**config.mk**
```make
export PLATFORM = sky130hd
export DESIGN_NAME = periph_bus_arbiter
export DESIGN_NICKNAME = d
export VERILOG_FILES = /design/src/rtl/periph_bus_arbiter.sv
export SDC_FILE = /design/constraint.sdc
export NUM_CORES = 1
export LEC_CHECK = 0
export ABC_AREA = 0
export CAP_MARGIN = 15
export CORE_AREA = 2 2 119 121
export DETAILED_ROUTE_END_ITERATION = 12
export DIE_AREA = 0 0 121 123
export PLACE_DENSITY = 0.64
export SKIP_CTS_REPAIR_TIMING = 1
export SLEW_MARGIN = 20
export SYNTH_ARGS = -nofsm -noshare
export SYNTH_HDL_FRONTEND = slang
export SYNTH_SLANG_ARGS = --single-unit
```
**constraint.sdc**
```tcl
create_clock -name clk -period 3.9 [get_ports clk]
set_input_delay 0.78 -clock clk [delete_from_list [all_inputs] [get_ports clk]]
set_output_delay 0.78 -clock clk [all_outputs]
set_load 0.01 [all_outputs]
```
**src/rtl/periph_bus_arbiter.sv**
```systemverilog
// Two-master round-robin arbiter for the single-cycle peripheral bus, with bounded lock bursts.
// Define PERIPH_ARB_FIXED_PRIO_EN for fixed m0 priority (m1 lock still bounded by BURST_MAX).
module periph_bus_arbiter #(
    parameter int unsigned BURST_MAX = 4,
    parameter int unsigned CNT_W     = 3
) (
    input  logic        clk,
    input  logic        reset,
    input  logic        m0_req,
    input  logic        m1_req,
    input  logic        m0_rd,
    input  logic        m1_rd,
    input  logic        m0_wr,
    input  logic        m1_wr,
    input  logic        m0_lock,
    input  logic        m1_lock,
    input  logic [31:0] m0_addr,
    input  logic [31:0] m1_addr,
    input  logic [31:0] m0_wdata,
    input  logic [31:0] m1_wdata,
    output logic        m0_ack,
    output logic        m1_ack,
    output logic [31:0] m0_rdata,
    output logic [31:0] m1_rdata,
    output logic        MemRead,
    output logic        MemWrite,
    output logic [31:0] Address,
    output logic [31:0] Write_data,
    input  logic [31:0] Read_data,
    output logic [1:0]  grant,
    output logic        busy
);

    typedef enum logic [1:0] {
        IDLE = 2'd0,
        OWN0 = 2'd1,
        OWN1 = 2'd2
    } state_t;

    localparam logic [CNT_W-1:0] BURST_LIM = CNT_W'(BURST_MAX - 1);
    localparam logic [CNT_W-1:0] CNT_MAX   = '1;

    state_t           state_q, state_d;
    logic             last_owner_q, last_owner_d;
    logic [CNT_W-1:0] burst_cnt_q, burst_cnt_d;
    logic             keep1;
`ifndef PERIPH_ARB_FIXED_PRIO_EN
    logic             keep0;
`endif

    always_ff @(posedge clk or negedge reset) begin
        if (!reset) begin
            state_q      <= IDLE;
            last_owner_q <= 1'b1;
            burst_cnt_q  <= '0;
        end else begin
            state_q      <= state_d;
            last_owner_q <= last_owner_d;
            burst_cnt_q  <= burst_cnt_d;
        end
    end

    // Next owner and tenure bookkeeping.
    always_comb begin
        state_d      = IDLE;
        last_owner_d = last_owner_q;
        burst_cnt_d  = '0;
        keep1 = (state_q == OWN1) && m1_lock && (burst_cnt_q < BURST_LIM);
`ifndef PERIPH_ARB_FIXED_PRIO_EN
        keep0 = (state_q == OWN0) && m0_lock && (burst_cnt_q < BURST_LIM);
`endif

        unique case ({m1_req, m0_req})
            2'b00: state_d = IDLE;
            2'b01: state_d = OWN0;
            2'b10: state_d = OWN1;
            default: begin
`ifdef PERIPH_ARB_FIXED_PRIO_EN
                state_d = keep1 ? OWN1 : OWN0;
`else
                if (keep0)
                    state_d = OWN0;
                else if (keep1)
                    state_d = OWN1;
                else
                    state_d = last_owner_q ? OWN0 : OWN1;
`endif
            end
        endcase

        if (state_d == OWN0)
            last_owner_d = 1'b0;
        else if (state_d == OWN1)
            last_owner_d = 1'b1;

        if ((state_d == state_q) && (state_q != IDLE))
            burst_cnt_d = (burst_cnt_q == CNT_MAX) ? burst_cnt_q : burst_cnt_q + 1'b1;
    end

    // Bus mux; outputs depend on the registered owner so async reset zeroes them at once.
    always_comb begin
        MemRead    = 1'b0;
        MemWrite   = 1'b0;
        Address    = '0;
        Write_data = '0;
        m0_ack     = 1'b0;
        m1_ack     = 1'b0;
        m0_rdata   = '0;
        m1_rdata   = '0;
        grant      = 2'b00;
        busy       = (state_q != IDLE);

        unique case (state_q)
            OWN0: begin
                grant      = 2'b01;
                Address    = m0_addr;
                Write_data = m0_wdata;
                MemWrite   = m0_req & m0_wr;
                MemRead    = m0_req & m0_rd & ~m0_wr;
                m0_ack     = m0_req;
                m0_rdata   = m0_req ? Read_data : '0;
            end
            OWN1: begin
                grant      = 2'b10;
                Address    = m1_addr;
                Write_data = m1_wdata;
                MemWrite   = m1_req & m1_wr;
                MemRead    = m1_req & m1_rd & ~m1_wr;
                m1_ack     = m1_req;
                m1_rdata   = m1_req ? Read_data : '0;
            end
            default: ;
        endcase
    end

endmodule

```
==> results of run 1 <==
-- path summary, 6_finish.rpt --
path                              start              to  slack (ns)  cells after the start
setup / recovery             state_q[1]        MemWrite        0.64                      7
hold / removal             last_owner_q    last_owner_q        0.54                      1
setup reg to reg             state_q[1]  burst_cnt_q[1]        1.63                      8
hold reg to reg            last_owner_q    last_owner_q        0.54                      1
max in group asynchronous         reset    last_owner_q        2.81                      1
min in group asynchronous         reset  burst_cnt_q[2]        0.81                      1
-- metal layers --
layer,vias to the layer above,track usage
met5,-,0
met4,0,0.0182
met3,7,0.0323
met2,193,0.273
met1,1482,0.174
li1,1565,-
-- cell usage after synthesis, drive strengths merged --
library cell  instances
a21oi                 1
dfrtp                 5
a311o                 1
xnor2                 1
xor2                  1
a21boi                1
inv                   5
nand2b                1
mux2i                 2
and2                  2
dfstp                 1
ha                    7
a31o                  2
nor2b                65
nand3b                2
a311oi                1
clkbuf               33
nor3                  3
nand2                 1
nand4                 1
nand3                 2
and3                 65
a21o                  1
a22oi                65
buf                   3
-- kinds of logic after synthesis --
family          synth area share
compound gates             0.297
buf+inv                   0.0827
simple gates               0.474
mux                       0.0106
flops                     0.0801
xor+xnor                 0.00927
fa+ha+maj                 0.0463
-- power by group --
group | switching, mW | internal [mW] | leakage [nW]
registers | 0.00669 | 0.0695 | 0.0763
logic | 0.299 | 0.447 | 1.91
clock network | 0.0358 | 0.136 | 0.0382
-- metrics by stage --
stage	total power [mW]	hold WS, ns	setup slack [ns]
floorplan	0.379	0.484	1.48
global placement	0.821	0.523	0.764
detailed placement	0.830	0.534	0.737
CTS	1.01	0.538	0.594
global route	1.06	0.551	0.451
finish	0.994	0.536	0.637
-- sequential cells by signal, indices dropped and copies added (netlist names) --
register,count
burst_cnt_q,3
state_q,2
last_owner_q,1
-- layout make-up --
class                   instances  area [um2]
repair buffers                312        3130
fillers                      1396        8420
inverters                       5        18.8
well taps                     180         225
clock buffers                   4        78.8
multi-input cells             225        1590
flip-flops and latches          6         151
==> results_dict.tcl, run 1 <==
set metrics [dict create \
    synth_cell_type_count 29 \
    area_growth_pct 175 \
    clkTransAtPathRegs_ns 0.03 \
    peakVddDrop_mv 0.110 \
    routabilityCongestion 0.846 \
    stdcell_area_um2 5190 \
    route.met3.wl_um 1140 \
    worstPathArrival_ns 2.48 \
    avgSynthCellArea_um2 6.95 \
    nets 730 \
    layout-drive-gt1-share 0.0399 \
    post_drt_wl_per_cell_um 16.5 \
    fin_util 0.381 \
    clockBufferDepth 2 \
    highest_layer "met4" \
    yosys_warnings 0 \
    hold_viol 0 \
    die_h_um 123 \
    post-route-period-util 0.837 \
    syn-cell-area_um2 1890 \
    rsz0062_at_grt "no" \
    cap_violations 0 \
    start_util 0.139 \
    hold_path_class "reg -> reg" \
    min_period_ns 3.26 \
    yosysSeqAreaShare 0.0801 \
    post_dp_cell_area_um2 5110 \
    clkLatencyLatePin_ns 0.23 \
    row_count 43 \
    numClockSinks 6 \
    yosys.area.top_type "a22oi_1" \
    pin_count 305 \
    tritoncts "yes" \
    wl_met2_um 5900 \
    worst_setup_path_start_kind "flip-flop" \
    slew_violations 0 \
    cp_cell_sequence "inv_1 > ha_2 > buf_4 > and2_4 > a22oi_1 > nor2b_1 > clkdlybuf4s50_1" \
    setup_tns_ns 0 \
    end_kind "output port" \
    cts-root-buf "clkbuf_16" \
    path_buf_inv 3 \
    drt-pass1-iter-count 4 \
    ys_seq_elements 6 \
    place_hpwl_um 9660 \
    final_cell_mix "clkdlybuf4s50_1 (304), a22oi_1 (65), nor2b_1 (65)" \
    cpLargestDelayFamily "buffers and inverters" \
    required_ns 3.12 \
    grt_max_degree 59 \
    setup_viol 0 \
    drc 0 \
    grt_pass1_vias 3337 \
    vias 3247 \
    yosys.area.top_type_share 0.258 \
    die_x_um 121 \
    gr-usage-all-layers 0.146 \
    antenna_cells 0 \
    final_cells 732 \
    slowest_stage "clkdlybuf4s50_1" \
    overflow 0 \
    worstSetupPathType "reg -> out" \
    wl_um 12100 \
    cts_inserted_buffers 3 \
    layout_commonest_cell "clkdlybuf4s50_1" \
    fmax_mhz 306 \
    ant_nets 0 \
    relSlewSlack 0.660 \
    crit_fanout 50 \
    dieArea_um2 14900 \
    tightestPinTransition_ns 0.510 \
    powerDensity_nw_per_um2 191 \
    grt_pass1_wl_um 17400 \
    leakagePower_nw 2.02 \
    synth_cells 272 \
    port_buffers 304 \
    syn_nets 449 \
    dpl.cell_count 728 \
    wl_met1_um 4910 \
    synth_area_leaders "a22oi_1 (26%), nor2b_1 (22%), and3_1 (21%)" \
    cts.htree.levels 1 \
    core_region_area_um2 13600 \
    drt_first_iter_violations 157 \
    vias_per_cell 4.44 \
    run_status "finished, final reports clean" \
    clock_skew_ns 0.00375 \
    cpPeakStageDelay_ns 0.58 \
    grt_antenna_before_repair 0 \
]
Power figures use the tool's default switching activity.
==> run 2: changes to the inputs <==
--- a/config.mk
+++ b/config.mk
@@ -7,10 +7,10 @@
 export LEC_CHECK = 0
 export ABC_AREA = 0
 export CAP_MARGIN = 15
-export CORE_AREA = 2 2 119 121
+export CORE_AREA = 2 2 118 120
 export DETAILED_ROUTE_END_ITERATION = 12
-export DIE_AREA = 0 0 121 123
-export PLACE_DENSITY = 0.64
+export DIE_AREA = 0 0 120 122
+export PLACE_DENSITY = 0.65
 export SKIP_CTS_REPAIR_TIMING = 1
 export SLEW_MARGIN = 20
 export SYNTH_ARGS = -nofsm -noshare
==> constraint.sdc (replaced) <==
create_clock -name clk -period 3.2 [get_ports clk]
set_input_delay 0.64 -clock clk [delete_from_list [all_inputs] [get_ports clk]]
set_output_delay 0.64 -clock clk [all_outputs]
set_load 0.01 [all_outputs]
==> run 2 against run 1 <==
  * Sequential power grew 22%
  * Clock power grew 22%
  * Total power grew 23%
  * Sequential cell count is the same
  * Via count grew 0.34%
  * Combinational power grew 24%
  * Final cell count is the same
  * Clock-buffer cell count is the same
  * Register-to-register slack lost 0.75 ns
  * Global-route usage grew 0.13 points
  * First-iteration DRC count grew 7.6%
  * Critical path type unchanged
  * Critical endpoint is now Write_data[26]
  * Non-clock buffer count is the same
==> results_dict.tcl, run 2 (same netlist as run 1, synthesis figures left out) <==
set metrics [dict create \
    vias 3258 \
    post_drt_wl_per_cell_um 16.3 \
    setup_tns_ns 0 \
    fmax_mhz 330 \
    peakVddDrop_mv 0.132 \
    worst_setup_path_start_kind "flip-flop" \
    hold_path_class "reg -> reg" \
    fin_ws_ns 0.173 \
    overflow 0 \
    die_h_um 122 \
    wl_um 11900 \
    min_period_ns 3.03 \
    numClockSinks 6 \
    setup_viol 0 \
    place_hpwl_um 9660 \
    vias_per_cell 4.45 \
    run_status "finished, final reports clean" \
    largest_reg_flops 3 \
    post_dp_cell_area_um2 5140 \
    port_buffers 304 \
    cts.htree.levels 1 \
    dieArea_um2 14600 \
    routabilityCongestion 0.827 \
    stdcell_area_um2 5220 \
    row_count 43 \
    post-route-period-util 0.946 \
    drc 0 \
    drt-pass1-iter-count 4 \
    rsz0062_at_grt "no" \
    layout-drive-gt1-share 0.0417 \
    grt_antenna_before_repair 0 \
    required_ns 2.56 \
    grt_max_degree 50 \
    reg.largest.list "burst_cnt_q (3), state_q (2), last_owner_q (1)" \
    clkTransAtPathRegs_ns 0.03 \
    cts_inserted_buffers 3 \
    leakagePower_nw 2.03 \
    fin_util 0.386 \
    cts-root-buf "clkbuf_16" \
    tritoncts "yes" \
    final_cell_mix "clkdlybuf4s50_1 (303), a22oi_1 (65), nor2b_1 (65)" \
    pin_count 305 \
    core_region_area_um2 13500 \
    gr-usage-all-layers 0.147 \
    relSlewSlack 0.663 \
    start_util 0.140 \
    hold_viol 0 \
    regMostFlops "burst_cnt_q" \
    tightestPinTransition_ns 0.505 \
    nets 730 \
    end_kind "output port" \
    clockBufferDepth 2 \
    drt_first_iter_violations 169 \
    worstSetupPathType "reg -> out" \
    ant_nets 0 \
    die_x_um 120 \
    cap_violations 0 \
    grt_pass1_wl_um 17500 \
    clock_skew_ns 0.00147 \
    slew_violations 0 \
    worstPathArrival_ns 2.39 \
    clkLatencyLatePin_ns 0.23 \
    crit_fanout 48 \
    grt_pass1_vias 3331 \
    layout_commonest_cell "clkdlybuf4s50_1" \
    dpl_worst_slack_ns 0.339 \
    nFillCells 1346 \
    area_growth_pct 176 \
    powerDensity_nw_per_um2 234 \
    antenna_cells 0 \
]
## run 2: cell types whose count changed in the layout (fill, tap and decap cells not counted), sizes merged
cell           before  now
clkdlybuf4s50     304  303
buf                 8    9
## run 2: path summary, 6_finish.rpt
| check | startpoint | endpoint | slack, ns | depth (start not counted) |
|---|---|---|---|---|
| worst min-delay path | last_owner_q | last_owner_q | 0.54 | 1 |
| worst max register to register | state_q[0] | burst_cnt_q[0] | 0.88 | 7 |
| worst min register to register | last_owner_q | last_owner_q | 0.54 | 1 |
| min in group asynchronous | reset | burst_cnt_q[0] | 0.66 | 1 |
| worst max-delay path | state_q[0] | Write_data[26] | 0.17 | 6 |
| max in group asynchronous | reset | last_owner_q | 2.26 | 1 |
## run 2: layer usage
layer  routed length (um)  track usage  vias up  share of wire
met5                    0            0        -              0
met4                  255       0.0375        0          0.021
met3                 1260       0.0389       13           0.11
met2                 5790        0.265      199           0.49
met1                 4610        0.172     1484           0.39
li1                     -            -     1562              -
## run 2: critical path, cell delays in order, from the launching register on
cell	delay, ns
dfrtp_1	0.43
inv_1	0.14
ha_2	0.23
buf_4	0.43
a22oi_1	0.18
nor2b_1	0.16
clkdlybuf4s50_1	0.55
## run 2: cell type report
cell class                      count  area, um2  area share
Clock buffer                        4       78.8      0.0151
Sequential cell                     6        151      0.0290
Inverter                            5       18.8     0.00360
Multi-Input combinational cell    225       1590       0.305
Tap cell                          180        225      0.0432
Timing Repair Buffer              312       3150       0.604
## run 2: power breakdown
group / internal [mW] / total, mW / switching (mW) / leakage, nW
clock network: 0.165 / 0.208 / 0.0424 / 0.0382
registers: 0.0847 / 0.0929 / 0.00822 / 0.0763
logic: 0.554 / 0.922 / 0.368 / 1.91
## run 2: metrics by stage
stage	hold WS, ns	power (mW)	cells
floorplan	0.344	0.462	272
global placement	0.523	1.01	728
detailed placement	0.535	1.02	728
CTS	0.539	1.24	732
global route	0.544	1.30	732
finish	0.535	1.22	732
==> run 3: changes to the inputs <==
--- a/config.mk
+++ b/config.mk
@@ -5,7 +5,6 @@
 export SDC_FILE = /design/constraint.sdc
 export NUM_CORES = 1
 export LEC_CHECK = 0
-export ABC_AREA = 0
 export CAP_MARGIN = 15
 export CORE_AREA = 2 2 118 120
 export DETAILED_ROUTE_END_ITERATION = 12
==> results of run 3 <==
No change in the layout: final DEF, timing and power equal those of run 2.
